<file path="src/rtl/shifter_iterative_if.sv">
// Start/done bus between the execute stage and the iterative shifter.
// Master drives the request fields; slave returns status and result.
interface shifter_iterative_if #(
   parameter int WIDTH = 16,
   parameter int CNT_W = 4
);
   // Start is taken only while Busy is low; Done pulses once per accepted Start
   // and Out then holds until the next accepted Start.
   logic             Start;
   logic [WIDTH-1:0] In;
   logic [CNT_W-1:0] Cnt;
   logic [2:0]       Op;
   logic             Busy;
   logic             Done;
   logic             Err;
   logic [WIDTH-1:0] Out;

   modport master (output Start, In, Cnt, Op, input Busy, Done, Err, Out);
   modport slave  (input Start, In, Cnt, Op, output Busy, Done, Err, Out);
endinterface

</file>
<file path="src/rtl/shifter_iterative.sv">
// Multi-cycle shifter/rotator moving one bit position per clock.
// Supports ROL, SLL, SRA, SRL and ROR; reserved ops finish at once with Err.
module shifter_iterative #(
   parameter int WIDTH = 16,
   parameter int CNT_W = 4
) (
   input  logic                 clk,
   input  logic                 rst_n,
   shifter_iterative_if.slave   bus,
   output logic [1:0]           o_state
);

   typedef enum logic [1:0] {
      S_IDLE  = 2'd0,
      S_SHIFT = 2'd1,
      S_DONE  = 2'd2
   } state_t;

   localparam logic [2:0] OP_ROL = 3'b000;
   localparam logic [2:0] OP_SLL = 3'b001;
   localparam logic [2:0] OP_SRA = 3'b010;
   localparam logic [2:0] OP_SRL = 3'b011;
   localparam logic [2:0] OP_ROR = 3'b100;

   state_t           r_state;
   logic [WIDTH-1:0] r_data;
   logic [CNT_W-1:0] r_cnt;
   logic [2:0]       r_op;
   logic [WIDTH-1:0] r_out;
   logic             r_busy;
   logic             r_done;
   logic             r_err;

   logic [WIDTH-1:0] w_step;
   logic             w_reserved;

   assign w_reserved = (bus.Op > OP_ROR);

   always_comb begin
      w_step = r_data;
      case (r_op)
         OP_ROL:  w_step = {r_data[WIDTH-2:0], r_data[WIDTH-1]};
         OP_SLL:  w_step = {r_data[WIDTH-2:0], 1'b0};
         OP_SRA:  w_step = {r_data[WIDTH-1], r_data[WIDTH-1:1]};
         OP_SRL:  w_step = {1'b0, r_data[WIDTH-1:1]};
         OP_ROR:  w_step = {r_data[0], r_data[WIDTH-1:1]};
         default: w_step = r_data;
      endcase
   end

   // DONE accepts a new Start exactly like IDLE so ops can run back to back.
   always_ff @(posedge clk or negedge rst_n) begin
      if (!rst_n) begin
         r_state <= S_IDLE;
         r_data  <= '0;
         r_cnt   <= '0;
         r_op    <= '0;
         r_out   <= '0;
         r_busy  <= 1'b0;
         r_done  <= 1'b0;
         r_err   <= 1'b0;
      end else begin
         case (r_state)
            S_IDLE, S_DONE: begin
               r_state <= S_IDLE;
               r_busy  <= 1'b0;
               r_done  <= 1'b0;
               r_err   <= 1'b0;
               if (bus.Start) begin
                  r_data <= bus.In;
                  r_cnt  <= bus.Cnt;
                  r_op   <= bus.Op;
                  if (bus.Cnt == '0 || w_reserved) begin
                     r_state <= S_DONE;
                     r_done  <= 1'b1;
                     r_err   <= w_reserved;
                     r_out   <= bus.In;
                  end else begin
                     r_state <= S_SHIFT;
                     r_busy  <= 1'b1;
                  end
               end
            end
            S_SHIFT: begin
               r_data <= w_step;
               r_cnt  <= r_cnt - 1'b1;
               if (r_cnt == CNT_W'(1)) begin
                  r_state <= S_DONE;
                  r_busy  <= 1'b0;
                  r_done  <= 1'b1;
                  r_out   <= w_step;
               end
            end
            default: begin
               r_state <= S_IDLE;
               r_busy  <= 1'b0;
               r_done  <= 1'b0;
               r_err   <= 1'b0;
            end
         endcase
      end
   end

   assign bus.Busy = r_busy;
   assign bus.Done = r_done;
   assign bus.Err  = r_err;
   assign bus.Out  = r_out;
   assign o_state  = r_state;

endmodule

</file>
<file path="src/flat_wrapper.sv">
// flat-port wrapper written by rule: the top's interface ports become plain ports
module shifter_iterative_flat 
#(
   parameter int WIDTH = 16,
   parameter int CNT_W = 4
)
  (clk, rst_n, o_state, bus_Start, bus_In, bus_Cnt, bus_Op, bus_Busy, bus_Done, bus_Err, bus_Out);
  shifter_iterative_if #(.WIDTH(WIDTH), .CNT_W(CNT_W)) bus_i ();
  input  logic clk;
  input  logic rst_n;
  output logic [1:0] o_state;
  input wire logic [$bits(bus_i.Start)-1:0] bus_Start;
  input wire logic [$bits(bus_i.In)-1:0] bus_In;
  input wire logic [$bits(bus_i.Cnt)-1:0] bus_Cnt;
  input wire logic [$bits(bus_i.Op)-1:0] bus_Op;
  output wire logic [$bits(bus_i.Busy)-1:0] bus_Busy;
  output wire logic [$bits(bus_i.Done)-1:0] bus_Done;
  output wire logic [$bits(bus_i.Err)-1:0] bus_Err;
  output wire logic [$bits(bus_i.Out)-1:0] bus_Out;
  assign bus_i.Start = bus_Start;
  assign bus_i.In = bus_In;
  assign bus_i.Cnt = bus_Cnt;
  assign bus_i.Op = bus_Op;
  assign bus_Busy = bus_i.Busy;
  assign bus_Done = bus_i.Done;
  assign bus_Err = bus_i.Err;
  assign bus_Out = bus_i.Out;
  shifter_iterative #(.WIDTH(WIDTH), .CNT_W(CNT_W)) u_core (.clk(clk), .rst_n(rst_n), .bus(bus_i), .o_state(o_state));
endmodule
</file>
<file path="config.mk">
export PLATFORM = sky130hd
export DESIGN_NAME = shifter_iterative_flat
export DESIGN_NICKNAME = d
export VERILOG_FILES = /design/src/rtl/shifter_iterative_if.sv /design/src/rtl/shifter_iterative.sv /design/src/flat_wrapper.sv
export SDC_FILE = /design/constraint.sdc
export NUM_CORES = 1
export LEC_CHECK = 0
export BUFFER_PORTS_ARGS = -buffer_cell sky130_fd_sc_hd__buf_4
export CORE_MARGIN = 1.5
export CORE_UTILIZATION = 59
export CTS_BUF_LIST = sky130_fd_sc_hd__clkbuf_4 sky130_fd_sc_hd__clkbuf_8 sky130_fd_sc_hd__clkbuf_16
export DETAILED_ROUTE_END_ITERATION = 12
export HOLD_SLACK_MARGIN = 0.02
export MAX_ROUTING_LAYER = met4
export PLACE_DENSITY = 0.83
export SYNTH_ARGS = -nofsm -noshare
export SYNTH_HDL_FRONTEND = slang
export SYNTH_SLANG_ARGS = --single-unit
</file>
<file path="constraint.sdc">
create_clock -name clk -period 2.8 [get_ports clk]
set_input_delay 0.14 -clock clk [delete_from_list [all_inputs] [get_ports clk]]
set_output_delay 0.14 -clock clk [all_outputs]
set_load 0.005 [all_outputs]
</file>
# Word level (Yosys, flattened, before mapping)
# Index checks and enable logic that the tools add are counted.
# W data, S select, Z words.
# word_totals
register_bits	44
in_bits	26
output_inout_bits	21
wordCells	53
# op_classes
n_addsub	1
magnitude_cmp	1
eq_ne	10
mux	24
reduce_logical	9
# ops
op	count
$pmux W16 S5	1
$mux W16	4
$pmux W16 S2	2
$mux W1	8
$pmux W4 S2	1
$eq A3 B2 Y1 const B	2
$mux W2	3
$pmux W1 S2	3
$eq A4 B1 Y1 const B	1
$logic_not A4 Y1	1
$mux W4	1
$ne A2 B1 Y1 const B	2
$pmux W2 S2	1
$reduce_and A2 Y1	2
$reduce_and A4 Y1	1
$sub A4 B1 Y4 const B	1
$eq A3 B1 Y1 const B	1
$eq A3 B3 Y1 const B	1
$gt A3 B3 Y1 const B	1
$logic_not A3 Y1	1
$eq A2 B1 Y1 const B	1
$eq A2 B2 Y1 const B	1
$logic_not A2 Y1	1
$ne A2 B2 Y1 const B	1
3 further kinds	3

# Logic depth before layout (Yosys ltp)
# Gate-level depths: netlist of run 1.
# depth
word_depth	5
depth_mapped	7
depth_no_buf	6

# Worst setup path after synthesis of run 1
# OpenSTA, ideal clock, no wires.
# synth_path
path_kind	register -> register
startpoint	reg u_core.r_cnt[1]
endpoint	reg u_core.r_out[15] (netlist: u_core.bus.Out[15])
setup_time_ps	125
arrival_ps	1541
required_ps	2675
path_slack_ps	1134
stages_incl_launch_ff	7
n_path_buf	1
period_less_slack_ps	1666
path_cell_list	dfrtp_1 -> inv_1 -> ha_1 -> nor3b_1 -> a22o_1 -> buf_6 -> mux2_2
# synth_between
elab_chain_cells	3
# synth_rtl
element	line	rtl
from (decl)	shifter_iterative.sv:27	logic [CNT_W-1:0] r_cnt;
from (signal assigned)	shifter_iterative.sv:71	r_cnt <= bus.Cnt;
from (signal assigned)	shifter_iterative.sv:86	r_cnt <= r_cnt - 1'b1;
$eq A4 B1 Y1	shifter_iterative.sv:87	if (r_cnt == CNT_W'(1)) begin
$ne A2 B1 Y1 (no source line)	--	
$reduce_and A4 Y1 (no source line)	--	
to (signal assigned)	shifter_iterative.sv:77	r_out <= bus.In;
to (signal assigned)	shifter_iterative.sv:91	r_out <= w_step;
to (decl)	shifter_iterative.sv:29	logic [WIDTH-1:0] r_out;
# Every way passes these cells.
# A chain may end at the register's enable or synchronous reset.

# Worst setup path after layout of run 1
# layout_path
startpoint	reg u_core.r_cnt[1]
endpoint	reg u_core.r_out[8] (netlist: u_core.bus.Out[8])
# Same word-level chain as after synthesis.

==> flow_summary_export.csv, run 1 <==
group,metric,value,unit
power,power_density,1260,nW/um2
setup_path,rr_worst_depth,6,
floorplan,die-area,4490,um2
synth,yosysTopAreaCell,"dfrtp_1",
setup_path,crit_fanout,10,
clocking,cts_max_level,2,
final_layout,nets,312,
clocking,post_cts_resized,0,
floorplan,core_area,3970,um2
clocking,tritoncts,"built",
floorplan,ios,47,
grt,grt_max_degree,44,
floorplan,die_w,67.0,um
clocking,clockRootBuffer,"clkbuf_8",
clocking,cts.clk_slew.worst_paths,0.08,ns
clocking,insertion_delay,0.30,ns
hold_path,worstHoldPathCells,3,
place,place_area,2720,um2
final_layout,final_core_util,0.721,
synth,synth_most_common_cell,"dfrtp_1",
sta,rsz0062_at_grt,"false",
flow_run,cap_viol_max_count,0,
floorplan,std_cell_rows,23,
grt,antenna_found_initial,0,
detailed_routing,dr.pass1.iters,4,
sta,clock_skew,0.00460,ns
setup_path,r2r-start,"u_core.r_cnt[1]$_DFFE_PN0P_",
sta,max_freq,476,MHz
place,gp_congestion,0.854,
sta,hold_ws,0.0505,ns
sta,fin_crit,2.10,ns
floorplan,die_y,67.0,um
detailed_routing,vias,2028,
grt,overflow,0,
outcome,outcome,"finished clean",
clocking,cts_max_path_buffers,2,
setup_path,cp.required,3.02,ns
grt,grt_pass1_vias,1909,
synth,ys_warn_count,0,
hold_path,min_to,"u_core.r_op[1]$_DFFE_PN0P_",
grt,track_usage,0.271,
synth,synth_edf_count,0,
synth,syn_area,2420,um2
power,p_leak,1.24,nW
clocking,hold_buffers,1,
setup_path,arrival,2.32,ns
setup_path,reg2reg_slack,0.70,ns
sta,post-route-period-util,0.750,
synth,ys_seq_area_frac,0.445,
synth,synthCells,249,
final_layout,seq_area,1080,um2
sta,finalHoldViolCount,0,
hold_path,hold_path.class,"input port to flop",
setup_path,reg2reg_to,"u_core.bus.Out[8]$_DFFE_PN0P_",
final_layout,antenna-diode-count,0,
synth,ys_types,40,
sta,max_slew_margin,0.205,
synth,synthArstFlopShare,1.00,
clocking,numCtsBuffers,5,
sta,setup-violations-final,0,
detailed_routing,routed_wl,5310,um
detailed_routing,via_per_inst,6.05,
place,dp_hpwl,3590,um
synth,syn-num-nets,277,
setup_path,worstSetupPathType,"flop to flop",
clocking,post-cts-setup-buffer-count,0,
setup_path,critical_path_buf_inv_count,2,
synth,syn_avg_cell_area,9.70,um2
power,peakVddDrop,0.000583,V
detailed_routing,drcViolationCount,0,
final_layout,area_growth,18.5,%
final_layout,multi_input_area,1150,um2
floorplan,start_util,0.608,
clocking,cts.sinks,43,
grt,grt_pass1_wl,8910,um
hold_path,hp-start,"bus_Op[1]",
synth,synth_top_area_frac,0.445,
setup_path,critPathSlowestCell,"a22o_1",
sta,drv_slew,0,
sta,worst_slew_pin_slew,1.19,ns
synth,synth-main-ff-cell,"dfrtp_1",
synth,ys_ff_latch,43,
final_layout,n_fill_cell,311,
setup_path,critPathLaunchType,"flop",
setup_path,cp_top_family,"compound AO/OA/AOI/OAI gates",
detailed_routing,drtAntennaViolNets,0,
detailed_routing,drtIter0Drc,177,
sta,setup-tns-final,0,ns
detailed_routing,drt-wirelength-per-cell,15.9,um
synth,yosys-top-cells-count,"dfrtp_1 (43), nand2_1 (23), o21ai_0 (20)",
setup_path,endpoint_kind,"flop",
place,numPortBuffers,46,
synth,yosys-top-cells-area,"dfrtp_1 (45%), o221ai_1 (4.7%), mux2i_1 (4.6%)",
final_layout,final_area,2860,um2
setup_path,slowest_delay,0.54,ns
setup_path,worstPathCellList,"inv_1 > ha_1 > nor3b_1 > a22o_1 > buf_4 > mux2i_1",
final_layout,drive_above_1_share,0.249,
==> sequential cells by signal, indices dropped and copies added, names as in the netlist <==
signal and count:
u_core.bus.Out 16, u_core.r_data 16, u_core.r_cnt 4, u_core.r_op 3, u_core.o_state 2, u_core.bus.Busy 1, u_core.bus.Err 1
==> worst reg2reg max path, stage by stage (launching register included) <==
cell and delay, ns:
dfrtp_1 0.38, inv_1 0.10, ha_1 0.14, nor3b_1 0.38, a22o_1 0.54, buf_4 0.28, mux2i_1 0.20
==> cell families (layout without fill, tap and decap cells) <==
group / count (synthesis) / count (layout) / synth area share
compound gates: 82 / 82 / 0.243
fa+ha+maj: 2 / 2 / 0.0104
buf+inv: 36 / 72 / 0.0777
flops: 43 / 43 / 0.445
mux: 18 / 18 / 0.0782
simple gates: 68 / 68 / 0.145
==> final cells by class <==
cell class | instances | share of cell area
clock buffer | 6 | 0.0266
clock inverter | 2 | 0.0210
inverter | 13 | 0.0170
multi-input combinational | 170 | 0.403
sequential | 43 | 0.376
tap | 50 | 0.0218
timing repair buffer | 51 | 0.135
==> power by group <==
group	leakage (nW)	internal [W]	switching, W
Sequential	0.506	0.000943	0.000360
Combinational	0.666	0.000845	0.000883
Clock	0.0688	0.000366	0.000220
Total	1.24	0.00215	0.00146
==> how the worst max path moves through the flow <==
| stage | depth (start not counted) | from | to |
|---|---|---|---|
| 6_report | 6 | u_core.r_cnt[1]$_DFFE_PN0P_ | u_core.bus.Out[8]$_DFFE_PN0P_ |
| 5_1_grt | 6 | u_core.r_cnt[1]$_DFFE_PN0P_ | u_core.bus.Out[5]$_DFFE_PN0P_ |
| 4_1_cts | 6 | u_core.r_cnt[1]$_DFFE_PN0P_ | u_core.bus.Out[6]$_DFFE_PN0P_ |
| 3_5_place_dp | 6 | u_core.r_cnt[1]$_DFFE_PN0P_ | u_core.bus.Out[8]$_DFFE_PN0P_ |
| 3_3_place_gp | 6 | u_core.r_cnt[1]$_DFFE_PN0P_ | u_core.bus.Out[6]$_DFFE_PN0P_ |
| 2_1_floorplan | 6 | u_core.r_cnt[1]$_DFFE_PN0P_ | u_core.bus.Out[15]$_DFFE_PN0P_ |
==> routing by layer <==
| metal | up-vias | wire length [um] | part of all wire | global-route usage |
|---|---|---|---|---|
| met3 | 4 | 367 | 0.069 | 0.0574 |
| met4 | 0 | 36 | 0.0068 | 0.0944 |
| met1 | 975 | 2510 | 0.47 | 0.384 |
| li1 | 979 | - | - | - |
| met2 | 70 | 2400 | 0.45 | 0.384 |
| met5 | - | 0 | 0 | - |
==> through the flow <==
step | total power (W) | cells | worst slack, ns
global placement | 0.00296 | 326 | 0.809
CTS | 0.00362 | 335 | 0.714
global route | 0.00392 | 335 | 0.404
detailed placement | 0.00302 | 326 | 0.708
finish | 0.00362 | 335 | 0.700
floorplan | 0.00252 | 249 | 1.13
==> cells in the final DEF, fill, tap and decap left out, types with 2 or more instances in the layout <==
| cell | n |
|---|---|
| a21oi_1 | 6 |
| buf_4 | 50 |
| bufinv_16 | 2 |
| clkbuf_8 | 5 |
| dfrtp_1 | 43 |
| ha_1 | 2 |
| inv_1 | 13 |
| mux2_2 | 7 |
| mux2i_1 | 11 |
| nand2_1 | 23 |
| nand2b_1 | 4 |
| nor2_1 | 16 |
| nor2b_1 | 2 |
| nor3b_1 | 13 |
| o21a_1 | 3 |
| o21ai_0 | 20 |
| o21ai_1 | 12 |
| o21ai_2 | 2 |
| o221a_1 | 2 |
| o221ai_1 | 13 |
| o22a_1 | 3 |
| o311ai_0 | 2 |
| o311ai_1 | 10 |
| or2_2 | 2 |
| or3b_1 | 3 |
Note: power is estimated with default switching activity, not from simulation.
==> run 2: changes to the inputs <==
--- a/config.mk
+++ b/config.mk
@@ -5,14 +5,15 @@
 export SDC_FILE = /design/constraint.sdc
 export NUM_CORES = 1
 export LEC_CHECK = 0
+export ABC_AREA = 1
 export BUFFER_PORTS_ARGS = -buffer_cell sky130_fd_sc_hd__buf_4
 export CORE_MARGIN = 1.5
-export CORE_UTILIZATION = 59
+export CORE_UTILIZATION = 55
 export CTS_BUF_LIST = sky130_fd_sc_hd__clkbuf_4 sky130_fd_sc_hd__clkbuf_8 sky130_fd_sc_hd__clkbuf_16
 export DETAILED_ROUTE_END_ITERATION = 12
 export HOLD_SLACK_MARGIN = 0.02
 export MAX_ROUTING_LAYER = met4
-export PLACE_DENSITY = 0.83
+export PLACE_DENSITY = 0.78
 export SYNTH_ARGS = -nofsm -noshare
 export SYNTH_HDL_FRONTEND = slang
 export SYNTH_SLANG_ARGS = --single-unit
==> constraint.sdc (replaced) <==
create_clock -name clk -period 2.1 [get_ports clk]
set_input_delay 0.105 -clock clk [delete_from_list [all_inputs] [get_ports clk]]
set_output_delay 0.105 -clock clk [all_outputs]
set_load 0.005 [all_outputs]
==> flow_summary_export.csv, run 2 <==
group,metric,value,unit
final_layout,nets,445,
synth,synthCells,374,
synth,ys_ff_latch,43,
flow_run,cap_viol_max_count,0,
sta,rsz0062_at_grt,"false",
place,dp.cells,461,
setup_path,arrival,1.99,ns
power,power_density,1590,nW/um2
detailed_routing,dr.pass1.iters,4,
sta,post-route-period-util,0.859,
synth,ys_seq_area_frac,0.431,
sta,setup-violations-final,0,
final_layout,final_area,2940,um2
final_layout,final_core_util,0.675,
final_layout,drive_above_1_share,0.173,
clocking,clockRootBuffer,"clkbuf_8",
grt,grt_pass1_vias,2246,
synth,yosys-top-cells-area,"dfrtp_1 (43%), nand2_1 (30%), nand3_1 (8.0%)",
sta,worst_slew_pin_slew,0.557,ns
detailed_routing,drt-wirelength-per-cell,12.0,um
floorplan,std_cell_rows,24,
final_layout,n_fill_cell,400,
sta,finalHoldViolCount,0,
hold_path,hold_path.class,"input port to flop",
detailed_routing,drcViolationCount,0,
clocking,post-cts-setup-buffer-count,0,
detailed_routing,drtAntennaViolNets,0,
hold_path,hp-start,"bus_Op[1]",
setup_path,crit_fanout,25,
setup_path,path_common_cell,"inv_2",
setup_path,r2r-start,"u_core.o_state[0]$_DFFE_PN0N_",
final_layout,multi_input_area,1170,um2
place,gp_congestion,0.842,
synth,syn_avg_cell_area,6.68,um2
synth,syn_area,2500,um2
floorplan,die_y,70.4,um
detailed_routing,routed_wl,5640,um
setup_path,cp.required,2.29,ns
setup_path,critPathLaunch,"u_core.o_state[0]$_DFFE_PN0N_",
clocking,cts_max_level,2,
sta,max_slew_margin,0.629,
floorplan,core_area,4350,um2
synth,synth-main-ff-cell,"dfrtp_1",
setup_path,rr_worst_depth,9,
clocking,cts.clk_slew.worst_paths,0.08,ns
setup_path,critPathLaunchType,"flop",
clocking,insertion_delay,0.29,ns
final_layout,antenna-diode-count,0,
synth,ys_warn_count,0,
sta,drv_slew,0,
final_layout,instances_no_fill,468,
synth,syn-num-nets,402,
grt,track_usage,0.259,
place,dp_hpwl,3940,um
detailed_routing,vias,2350,
setup_path,worstPathCellList,"inv_2 > nor2_8 > inv_2 > nand2_2 > nand2_2 > nor2_8 > inv_2 > nand2_1 > nand2_1",
grt,antenna_found_initial,0,
place,place_area,2850,um2
grt,grt_pass1_wl,10000,um
setup_path,worstSetupPathType,"flop to flop",
setup_path,reg2reg_slack,0.30,ns
synth,yosysTopAreaCell,"dfrtp_1",
hold_path,min_to,"u_core.r_op[1]$_DFFE_PN0P_",
final_layout,final_common_cell,"nand2_1",
grt,overflow,0,
synth,synthArstFlopShare,1.00,
synth,synth_top_area_frac,0.431,
floorplan,die-area,4960,um2
synth,synth_most_common_cell,"nand2_1",
floorplan,start_util,0.574,
floorplan,die_w,70.4,um
sta,max_freq,554,MHz
setup_path,critPathSlowestCell,"dfrtp_1",
sta,fin_crit,1.80,ns
setup_path,reg2reg_to,"u_core.bus.Out[14]$_DFFE_PN0P_",
sta,setup-tns-final,0,ns
final_layout,layout.cells.most_common_list,"nand2_1 (201), buf_4 (52), dfrtp_1 (43), nand3_1 (40), inv_1 (35)",
clocking,numCtsBuffers,5,
place,numPortBuffers,46,
grt,grt_max_degree,44,
power,p_leak,1.76,nW
final_layout,area_growth,17.6,%
hold_path,worstHoldPathCells,3,
outcome,outcome,"finished clean",
sta,clock_skew,0.00346,ns
setup_path,endpoint_kind,"flop",
setup_path,slowest_delay,0.40,ns
clocking,cts.sinks,43,
synth,synth_edf_count,0,
floorplan,ios,47,
synth,yosys-top-cells-count,"nand2_1 (201), dfrtp_1 (43), nand3_1 (40)",
final_layout,seq_area,1080,um2
power,peakVddDrop,0.000785,V
detailed_routing,via_per_inst,5.02,
detailed_routing,drtIter0Drc,162,
clocking,cts_max_path_buffers,2,
synth,ys_types,21,
clocking,tritoncts,"built",
## run 2: cell count changes after synthesis, moves of 10 or more
cell | previous run | this run
nor3b_1 | 13 | 0
o21ai_0 | 20 | 4
o221ai_1 | 13 | 1
nand3_1 | 1 | 40
mux2i_1 | 11 | 0
nand2_1 | 23 | 201
o21ai_1 | 12 | 1
inv_1 | 13 | 35
o311ai_1 | 10 | 0
## run 2: worst max path at each step
stage | endpoint | slack, ns
6_report | u_core.bus.Out[14]$_DFFE_PN0P_ | 0.30
5_1_grt | u_core.bus.Out[14]$_DFFE_PN0P_ | 0.1
4_1_cts | u_core.bus.Out[1]$_DFFE_PN0P_ | 0.27
3_5_place_dp | u_core.bus.Out[3]$_DFFE_PN0P_ | 0.29
3_3_place_gp | u_core.bus.Out[15]$_DFFE_PN0P_ | 0.34
2_1_floorplan | u_core.bus.Out[14]$_DFFE_PN0P_ | 0.70
## run 2: per-layer routing
metal | part of all wire | global-route usage
met1 | 0.46 | 0.315
met2 | 0.49 | 0.439
met3 | 0.038 | 0.0476
met4 | 0.016 | 0.0769
met5 | 0 | -
## run 2: timing repair
action                    4_1_cts  5_1_grt
hold buffers                    1        0
gates resized for setup         0        0
hold endpoints to repair       43        0
## run 2: power by group
group          internal (W)  switching, W
sequential          0.00124      0.000336
clock              0.000235      0.000267
combinational       0.00100       0.00159
## run 2: metrics by stage
step / hold slack [ns] / worst slack (ns) / total power, W
6_report: 0.0773 / 0.296 / 0.00467
4_1_cts: 0.0723 / 0.268 / 0.00470
3_5_place_dp: 0.138 / 0.287 / 0.00419
2_1_floorplan: -0.191 / 0.702 / 0.00345
5_1_grt: 0.0785 / 0.0989 / 0.00517
3_3_place_gp: 0.126 / 0.340 / 0.00411
## run 2: final cells by class
cell class / count / share of cell area
flip-flops and latches: 43 / 0.366
well taps: 52 / 0.0221
clock buffers: 6 / 0.0260
multi-input cells: 273 / 0.397
inverters: 41 / 0.0524
repair buffers: 53 / 0.136
## run 2: kinds of logic after synthesis
group / share of synthesized area
and+or+nand+nor: 0.428
buffers and inverters: 0.103
DFF: 0.431
AOI/OAI and AO/OA: 0.0255
adders and majority gates: 0.0100
xor gates and xnor gates: 0.00351
## run 2: critical path: cells and delay by family, from the launching register on
kind                   cells  cell delay, ns
and+or+nand+nor            6            0.96
DFF                        1            0.40
buffers and inverters      3            0.34
==> run 3: changes to the inputs <==
--- a/config.mk
+++ b/config.mk
@@ -6,11 +6,11 @@
 export NUM_CORES = 1
 export LEC_CHECK = 0
 export ABC_AREA = 1
-export BUFFER_PORTS_ARGS = -buffer_cell sky130_fd_sc_hd__buf_4
 export CORE_MARGIN = 1.5
-export CORE_UTILIZATION = 55
+export CORE_UTILIZATION = 63
 export CTS_BUF_LIST = sky130_fd_sc_hd__clkbuf_4 sky130_fd_sc_hd__clkbuf_8 sky130_fd_sc_hd__clkbuf_16
 export DETAILED_ROUTE_END_ITERATION = 12
+export DONT_BUFFER_PORTS = 1
 export HOLD_SLACK_MARGIN = 0.02
 export MAX_ROUTING_LAYER = met4
 export PLACE_DENSITY = 0.78
==> flow_summary_export.csv, run 3 (synthesis gave the netlist of run 2 again) <==
group,metric,value,unit
outcome,outcome,"finished clean",
sta,rsz0062_at_grt,"false",
setup_path,critPathLaunchType,"flop",
detailed_routing,routed_wl,5690,um
clocking,tritoncts,"built",
clocking,post-cts-setup-buffer-count,0,
setup_path,critical_path_buf_inv_count,3,
setup_path,arrival,2.08,ns
clocking,numCtsBuffers,5,
detailed_routing,via_per_inst,5.31,
final_layout,n_fill_cell,330,
hold_path,hold_path.class,"input port to flop",
floorplan,core_area,3740,um2
detailed_routing,drtIter0Drc,114,
final_layout,final_common_cell,"nand2_1",
clocking,cts_max_level,2,
detailed_routing,vias,2273,
setup_path,rr_worst_depth,9,
grt,antenna_found_initial,0,
sta,setup-tns-final,0,ns
final_layout,drive_above_1_share,0.0816,
final_layout,nets,407,
sta,hold_ws,0.0296,ns
clocking,clockRootBuffer,"clkbuf_8",
floorplan,die-area,4350,um2
final_layout,area_growth,8.06,%
setup_path,reg2reg_to,"u_core.bus.Out[15]$_DFFE_PN0P_",
clocking,cts.sinks,43,
setup_path,worstSetupPathType,"flop to flop",
final_layout,multi_input_area,1170,um2
hold_path,hp-start,"bus_Cnt[0]",
grt,grt_max_degree,44,
clocking,cts_max_path_buffers,2,
power,p_leak,1.59,nW
floorplan,ios,47,
power,power_density,1690,nW/um2
sta,setup-violations-final,0,
setup_path,critPathSlowestCell,"dfrtp_1",
setup_path,r2r-start,"u_core.o_state[0]$_DFFE_PN0N_",
detailed_routing,drcViolationCount,0,
power,peakVddDrop,0.000879,V
setup_path,critPathLaunch,"u_core.o_state[0]$_DFFE_PN0N_",
setup_path,endpoint,"u_core.bus.Out[15]$_DFFE_PN0P_",
grt,overflow,0,
setup_path,cp.required,2.35,ns
clocking,post_cts_resized,0,
sta,max_freq,545,MHz
final_layout,antenna-diode-count,0,
detailed_routing,drtAntennaViolNets,0,
clocking,cts.clk_slew.worst_paths,0.09,ns
grt,track_usage,0.305,
floorplan,die_w,66.0,um
setup_path,reg2reg_slack,0.27,ns
setup_path,crit_fanout,25,
final_layout,seq_area,1080,um2
setup_path,worstPathCellList,"inv_2 > nor2_8 > inv_2 > nand2_2 > nand2_2 > nor2_8 > buf_4 > nand3_1 > nand2_1",
sta,finalHoldViolCount,0,
floorplan,die_y,66.0,um
detailed_routing,dr.pass1.iters,4,
sta,fin_crit,1.83,ns
place,numPortBuffers,0,
setup_path,cp_top_family,"simple AND/OR/NAND/NOR gates",
grt,grt_pass1_wl,9930,um
place,dp_hpwl,3720,um
floorplan,std_cell_rows,22,
sta,worst_slew_pin_slew,0.536,ns
final_layout,layout.cells.most_common_list,"nand2_1 (201), dfrtp_1 (43), nand3_1 (40), inv_1 (35)",
flow_run,cap_viol_max_count,0,
detailed_routing,drt-wirelength-per-cell,13.3,um
place,gp_congestion,0.833,
sta,post-route-period-util,0.873,
setup_path,cp.depth,9,
grt,grt_pass1_vias,2285,
setup_path,slowest_delay,0.44,ns
setup_path,endpoint_kind,"flop",
clocking,insertion_delay,0.30,ns
sta,clock_skew,0.0119,ns
sta,max_slew_margin,0.642,
floorplan,start_util,0.667,
sta,drv_slew,0,
## run 3: how the worst min path moves through the flow
stage                                                end  slack, ns  cells past startpoint
after floorplan              u_core.bus.Busy$_DFFE_PN0N_      -0.19                      0
after global routing      u_core.bus.Out[13]$_DFFE_PN0P_       0.05                      4
final                        u_core.r_cnt[0]$_DFFE_PN0P_       0.03                      2
after CTS                    u_core.r_cnt[0]$_DFFE_PN0P_       0.03                      2
after detailed placement   u_core.o_state[0]$_DFFE_PN0N_      -0.19                      0
after global placement       u_core.r_cnt[0]$_DFFE_PN0P_      -0.19                      0
## run 3: worst register-to-register path, cell delays in order (launching register included)
cell and delay, ns:
dfrtp_1 0.44, inv_2 0.11, nor2_8 0.29, inv_2 0.08, nand2_2 0.20, nand2_2 0.13, nor2_8 0.13, buf_4 0.23
nand3_1 0.11, nand2_1 0.06
## run 3: cell type report
type / count / area share
Clock buffer: 8 / 0.0385
Timing Repair Buffer: 15 / 0.0519
Inverter: 41 / 0.0570
Tap cell: 48 / 0.0222
Multi-Input combinational cell: 273 / 0.432
Sequential cell: 43 / 0.399
## run 3: per-stage QoR
stage / instance area [um2] / cells / total power [W] / util / worst slack, ns
3_3_place_gp: 2520 / 413 / 0.00385 / 0.672 / 0.376
4_1_cts: 2700 / 428 / 0.00457 / 0.721 / 0.273
2_1_floorplan: 2500 / 374 / 0.00345 / - / 0.702
6_report: 2700 / 428 / 0.00456 / 0.721 / 0.267
3_5_place_dp: 2520 / 413 / 0.00394 / 0.672 / 0.290
5_1_grt: 2700 / 428 / 0.00504 / 0.721 / 0.133
## run 3: timing repair
item	4_1_cts	5_1_grt
hold buffers	7	0
hold endpoints to repair	49	0
setup endpoints to repair	0	0
## run 3: report_power, final
part	switching, W	internal [W]	total, W
combinational	0.00153	0.000813	0.00235
clock	0.000280	0.000313	0.000593
sequential	0.000379	0.00124	0.00162
## run 3: per-layer routing
metal  global-route usage  wire length, um  up-vias
met3               0.0630              398        5
li1                     -                -     1141
met5                    -                0        -
met1                0.371             2480     1050
met2                0.511             2760       77
met4                0.102               46        0
